$ cat config.mk
export PLATFORM = sky130hd
export DESIGN_NAME = ncl_steer_merge4_sync
export DESIGN_NICKNAME = d
export VERILOG_FILES = /design/src/rtl/ncl_sync_pkg.sv /design/src/rtl/ncl_dr_word_detect.sv /design/src/rtl/ncl_steer_merge4_sync.sv
export SDC_FILE = /design/constraint.sdc
export NUM_CORES = 1
export LEC_CHECK = 0
export ABC_AREA = 1
export ABC_CLOCK_PERIOD_IN_PS = 45200
export CAP_MARGIN = 5
export CORE_UTILIZATION = 25
export DETAILED_ROUTE_END_ITERATION = 8
export HOLD_SLACK_MARGIN = 0.12
export PLACE_DENSITY_LB_ADDON = 0.2
export SETUP_SLACK_MARGIN = 0.15
export SLEW_MARGIN = 20
export SYNTH_ARGS = -nofsm -noshare
export SYNTH_HDL_FRONTEND = slang
export SYNTH_SLANG_ARGS = --single-unit
$ cat constraint.sdc
create_clock -name clk -period 45.2 [get_ports clk]
set_clock_uncertainty 0.15 [all_clocks]
set_input_delay 4.52 -clock clk [delete_from_list [all_inputs] [get_ports clk]]
set_output_delay 4.52 -clock clk [all_outputs]
set_load 0.02 [all_outputs]
$ cat src/rtl/ncl_sync_pkg.sv
// ncl_sync_pkg: shared types and dual-rail helpers for the NCL-to-synchronous merge
package ncl_sync_pkg;
  typedef enum logic [1:0] {CH_S, CH_T, CH_U, CH_V} ch_e;
  typedef enum logic [1:0] {WAIT_DATA, HOLD, WAIT_NULL} state_e;
  function automatic logic dr_is_data(input logic [1:0] p);
    return p[1] ^ p[0];
  endfunction
  function automatic logic dr_is_null(input logic [1:0] p);
    return ~|p;
  endfunction
  function automatic logic dr_is_illegal(input logic [1:0] p);
    return &p;
  endfunction
  function automatic logic dr_to_sr(input logic [1:0] p);
    return p[1];
  endfunction
endpackage

$ cat src/rtl/ncl_dr_word_detect.sv
// ncl_dr_word_detect: qualifies DATA/NULL completion of a synced dual-rail word with a stability count
module ncl_dr_word_detect
  import ncl_sync_pkg::*;
#(
  parameter int W          = 32,
  parameter int STABLE_CYC = 2
) (
  input  logic           clk,
  input  logic           init,
  input  logic [2*W-1:0] dr,
  input  logic           clear,
  output logic           data_ok,
  output logic           null_ok,
  output logic           illegal
);
  localparam int CW = $clog2(STABLE_CYC + 1);
  localparam logic [CW-1:0] SC = CW'(STABLE_CYC);
  logic [W-1:0] bit_data, bit_null, bit_ill;
  logic [2*W-1:0] prev;
  logic [CW-1:0] run, run_cur;
  for (genvar g = 0; g < W; g++) begin : g_bit
    assign bit_data[g] = dr_is_data(dr[2*g +: 2]);
    assign bit_null[g] = dr_is_null(dr[2*g +: 2]);
    assign bit_ill[g]  = dr_is_illegal(dr[2*g +: 2]);
  end
  assign illegal = |bit_ill;
  // run_cur counts consecutive cycles, including this one, that dr has held its value
  assign run_cur = dr != prev ? CW'(1) : run == SC ? SC : run + CW'(1);
  assign data_ok = &bit_data && run_cur == SC;
  assign null_ok = &bit_null && run_cur == SC;
  // remember last sample and run length; illegal words and channel switches restart the run
  always_ff @(posedge clk or posedge init)
    if (init) begin
      prev <= '0;
      run  <= '0;
    end else begin
      prev <= dr;
      run  <= clear || illegal ? '0 : run_cur;
    end
endmodule

$ cat src/rtl/ncl_steer_merge4_sync.sv
// ncl_steer_merge4_sync: merges four NCL channels in ring order into one clocked valid/ready word stream
module ncl_steer_merge4_sync
  import ncl_sync_pkg::*;
#(
  parameter int W           = 32,
  parameter int SYNC_STAGES = 2,
  parameter int STABLE_CYC  = 2
) (
  input  logic           clk,
  input  logic           init,
  input  logic [2*W-1:0] s_dr,
  input  logic [2*W-1:0] t_dr,
  input  logic [2*W-1:0] u_dr,
  input  logic [2*W-1:0] v_dr,
  output logic           s_ki,
  output logic           t_ki,
  output logic           u_ki,
  output logic           v_ki,
  output logic [W-1:0]   out_data,
  output logic           out_valid,
  input  logic           out_ready,
  output logic [1:0]     out_ch,
  output logic           err_illegal,
  output logic [31:0]    word_cnt
);
  logic [8*W-1:0] sync_q [SYNC_STAGES];
  logic [2*W-1:0] cur;
  logic [W-1:0] sr;
  logic [3:0] ki;
  ch_e ptr;
  state_e state, state_d;
  logic data_ok, null_ok, illegal, null_seen, acc_data, acc_null, xfer;
  assign {v_ki, u_ki, t_ki, s_ki} = ki;
  assign cur = sync_q[SYNC_STAGES-1][int'(ptr)*2*W +: 2*W];
  assign xfer = out_valid && out_ready;
  for (genvar g = 0; g < W; g++) begin : g_sr
    assign sr[g] = dr_to_sr(cur[2*g +: 2]);
  end
  ncl_dr_word_detect #(.W(W), .STABLE_CYC(STABLE_CYC)) u_det (
    .clk(clk),
    .init(init),
    .dr(cur),
    .clear(acc_null),
    .data_ok(data_ok),
    .null_ok(null_ok),
    .illegal(illegal)
  );
  // synchronise every rail of every channel before it is looked at
  always_ff @(posedge clk or posedge init)
    if (init) begin
      for (int i = 0; i < SYNC_STAGES; i++) sync_q[i] <= '0;
    end else begin
      sync_q[0] <= {v_dr, u_dr, t_dr, s_dr};
      for (int i = 1; i < SYNC_STAGES; i++) sync_q[i] <= sync_q[i-1];
    end
  // handshake FSM: accept DATA, hold until taken, then wait for NULL (possibly already seen)
  always_comb begin
    state_d  = state;
    acc_data = 1'b0;
    acc_null = 1'b0;
    case (state)
      WAIT_DATA: begin
        acc_data = data_ok;
        state_d  = data_ok ? HOLD : WAIT_DATA;
      end
      HOLD: begin
        acc_null = xfer && (null_seen || null_ok);
        state_d  = !xfer ? HOLD : acc_null ? WAIT_DATA : WAIT_NULL;
      end
      WAIT_NULL: begin
        acc_null = null_ok;
        state_d  = null_ok ? WAIT_DATA : WAIT_NULL;
      end
      default: state_d = WAIT_DATA;
    endcase
  end
  // output register, acknowledges, ring pointer and counters
  always_ff @(posedge clk or posedge init)
    if (init) begin
      state       <= WAIT_DATA;
      ptr         <= CH_S;
      ki          <= '1;
      out_valid   <= 1'b0;
      out_data    <= '0;
      out_ch      <= '0;
      err_illegal <= 1'b0;
      word_cnt    <= '0;
      null_seen   <= 1'b0;
    end else begin
      state       <= state_d;
      null_seen   <= state == HOLD && !xfer && (null_seen || null_ok);
      err_illegal <= err_illegal | illegal;
      if (acc_data) begin
        out_data  <= sr;
        out_ch    <= ptr;
        out_valid <= 1'b1;
        ki[ptr]   <= 1'b0;
      end
      if (xfer) begin
        out_valid <= 1'b0;
        word_cnt  <= word_cnt + 32'd1;
      end
      if (acc_null) begin
        ki[ptr] <= 1'b1;
        ptr     <= ch_e'(ptr + 2'd1);
      end
    end
endmodule

==> qor.yml <==
outcome:
  status: "completed"
timing:
  setup_viol: 0
  period_needed_ns: 7.43
  grt_setup_unrepaired: "false"
  fin_crit_sh: 0.164
  fin_worst_hold_slack_ns: 0.179
  drv_slew: 0
  tns_ns: 0
  worst_slack_ns: 37.77
  slew_headroom: 0.312
  fmax_mhz: 135
  hold_viol_final: 0
  worst_slew_pin_slew_ns: 1.03
clocking:
  post_cts_buffers: 0
  cts.sink_count: 655
  clk_latency_ns: 0.62
  cts_resized: 0
  clockRootBuffer: "clkbuf_16"
  cts_buffers: 75
  cts_hold_buf: 0
  clkSlewWorstSetupHoldPaths_ns: 0.06
  clk_path_buf_depth: 3
  cts_tree: "yes"
  h-tree-depth: 3
setup_path:
  endpoint_kind: "async pin"
  worstPathMaxFanout: 160
  criticalPathCategory: "input pin to async pin"
  crit_arrival_ns: 7.89
  required_ns: 45.66
  start_kind: "input pin"
synthesis:
  synth_top_family_by_area: "simple AND/OR/NAND/NOR gates"
  yosysSeqAreaShare: 0.722
  ys_types: 30
  synth-simple-area-share: 0.180
  synth.avg_cell_area_um2: 11.5
  synth-xor-area-share: 0.0100
  synth_fa_ha_area_frac: 0.0408
  synthMuxAreaShare: 0
  yosysWarningCount: 0
  syn-cell-area_um2: 22700
  synth_area_leader_cell: "dfrtp_1"
  synth_fp_nets: 2302
  syn_inst: 1969
  synth_compound_area_frac: 0.0102
  netlist.area_leader.share: 0.717
  netlist_top_cells_area: "dfrtp_1, nand2_1, nand3_1"
  ys_ff_latch: 655
global_route:
  grt_pass1_vias: 15400
  grt_pass1_wl_mm: 96.9
  antenna_found_initial: 3
  grt_overflow: 0
  grt_max_degree: 161
  grt_use_total: 0.144
placement:
  port_buffers: 330
  post-place-ws_ns: 36.77
  gp_congestion: 0.827
  hpwl_mm: 47.5
floorplanning:
  die-width_um: 303
  die_area_um2: 92100
  placementRows: 110
  die_h_um: 303
  core_um2: 90000
  ioPinCount: 331
  start_util: 0.252
pwr:
  vdd_ir_drop_max_v: 0.0000218
  pwr_density_cell_nw_per_um2: 43.6
  p_leak_nw: 14.0
run:
  cap_violations: 0
drt:
  drt_pre_antenna_iters: 5
  first_iter_violations: 722
  vias: 14700
  via_per_inst: 4.10
  ant_nets: 0
  drcViolationCount: 0
  routed_wl_mm: 65.1
  wire_per_inst_um: 18.2
layout:
  regArea_um2: 16400
  drive_gt1_frac: 0.0675
  fillers: 9003
  nNetsFinal: 2674
  area_growth_pct: 31.6
  multi_input_area_um2: 5470
  diodes: 0
hold_path:
  hp-class: "flip-flop to flip-flop"
[kinds of logic after synthesis]
family	count (synthesis)
XOR/XNOR	26
AND/OR/NAND/NOR	960
flip-flops	655
buffers and inverters	210
AO/OA/AOI/OAI	44
adder cells (fa/ha/maj)	74
[cell usage after synthesis]
cell type,count
o21ai_1,34
xor2_1,19
nand3b_1,16
nor2_1,64
inv_2,8
nor3_1,8
nand4_1,26
nand3_1,219
or2_2,1
nand2_1,602
and3b_1,1
a21oi_1,6
a31oi_1,2
nor2_4,1
dfrtp_1,651
nor4_1,17
or3_1,1
buf_4,4
dfstp_2,4
a21oi_2,1
xnor2_1,7
clkbuf_1,6
buf_2,38
inv_1,153
nand2_2,1
o21ba_2,1
ha_1,74
and3_1,2
nor2_2,1
buf_1,1
[layout make-up]
| type | instances | share of cell area |
|---|---|---|
| sequential | 655 | 0.549 |
| multi-input combinational | 1104 | 0.183 |
| timing repair buffer | 344 | 0.115 |
| clock buffer | 102 | 0.0719 |
| tap | 1176 | 0.0492 |
| inverter | 161 | 0.0205 |
| clock inverter | 34 | 0.0122 |
[flip-flops by register name, indices dropped and copies added, names as in the netlist]
register     flops
ptr              2
sync_q         512
word_cnt        32
state            2
ki               4
out_ch           2
u_det.prev      64
err_illegal      1
out_valid        1
out_data        32
u_det.run        2
null_seen        1
[path summary, 6_finish.rpt]
path | start | to | slack, ns | cells past startpoint
worst max-delay path | init | sync_q[362] | 37.77 | 5
worst min-delay path | sync_q[328] | sync_q[72] | 0.18 | 0
worst max register to register | ptr[0] | out_data[3] | 39.46 | 15
worst min register to register | sync_q[328] | sync_q[72] | 0.18 | 0
max in group clk | out_ready | word_cnt[30] | 38.52 | 14
min in group asynchronous | init | sync_q[283] | 4.36 | 2
[layout by cell type, fill, tap and decap left out, types with 7 or more instances in the layout]
master           instances
inv_1                  151
buf_4                   11
inv_2                    8
nand3b_1                16
clkbuf_1                10
ha_1                    74
xor2_1                  19
clkbuf_16               75
o21ai_1                 34
nor4_1                  17
nor3_1                   8
clkbuf_8                17
clkinv_2                13
dfrtp_1                649
nand2_1                602
clkdlybuf4s50_1        330
nand3_1                219
xnor2_1                  7
nor2_1                  64
nand4_1                 26
[per-stage QoR]
stage / instances / utilization / area, um^2 / total power [mW]
floorplan: 1969 / - / 22700 / 0.667
global placement: 3440 / 0.304 / 27400 / 0.711
detailed placement: 3440 / 0.304 / 27400 / 0.713
CTS: 3576 / 0.332 / 29900 / 1.33
global route: 3576 / 0.332 / 29900 / 1.36
finish: 3576 / 0.332 / 29900 / 1.30
[where the power goes]
| part | switching [mW] | internal, mW | leakage, nW | total, mW |
|---|---|---|---|---|
| registers | 0.0108 | 0.614 | 7.77 | 0.625 |
| logic | 0.0405 | 0.0341 | 5.03 | 0.0746 |
| clock network | 0.249 | 0.356 | 1.24 | 0.605 |
| total | 0.301 | 1.00 | 14.0 | 1.30 |
[critical path, stage by stage]
cell and delay (ns):
clkdlybuf4s50_1 0.49, inv_8 0.65, buf_12 0.54, buf_4 0.67, buf_4 0.80
[per-layer routing]
layer / global-route usage / share of wire
met1: 0.186 / 0.44
met2: 0.247 / 0.50
met3: 0.0266 / 0.046
met4: 0.0390 / 0.017
met5: 0 / 0
Note: power is estimated with default switching activity, not from simulation.
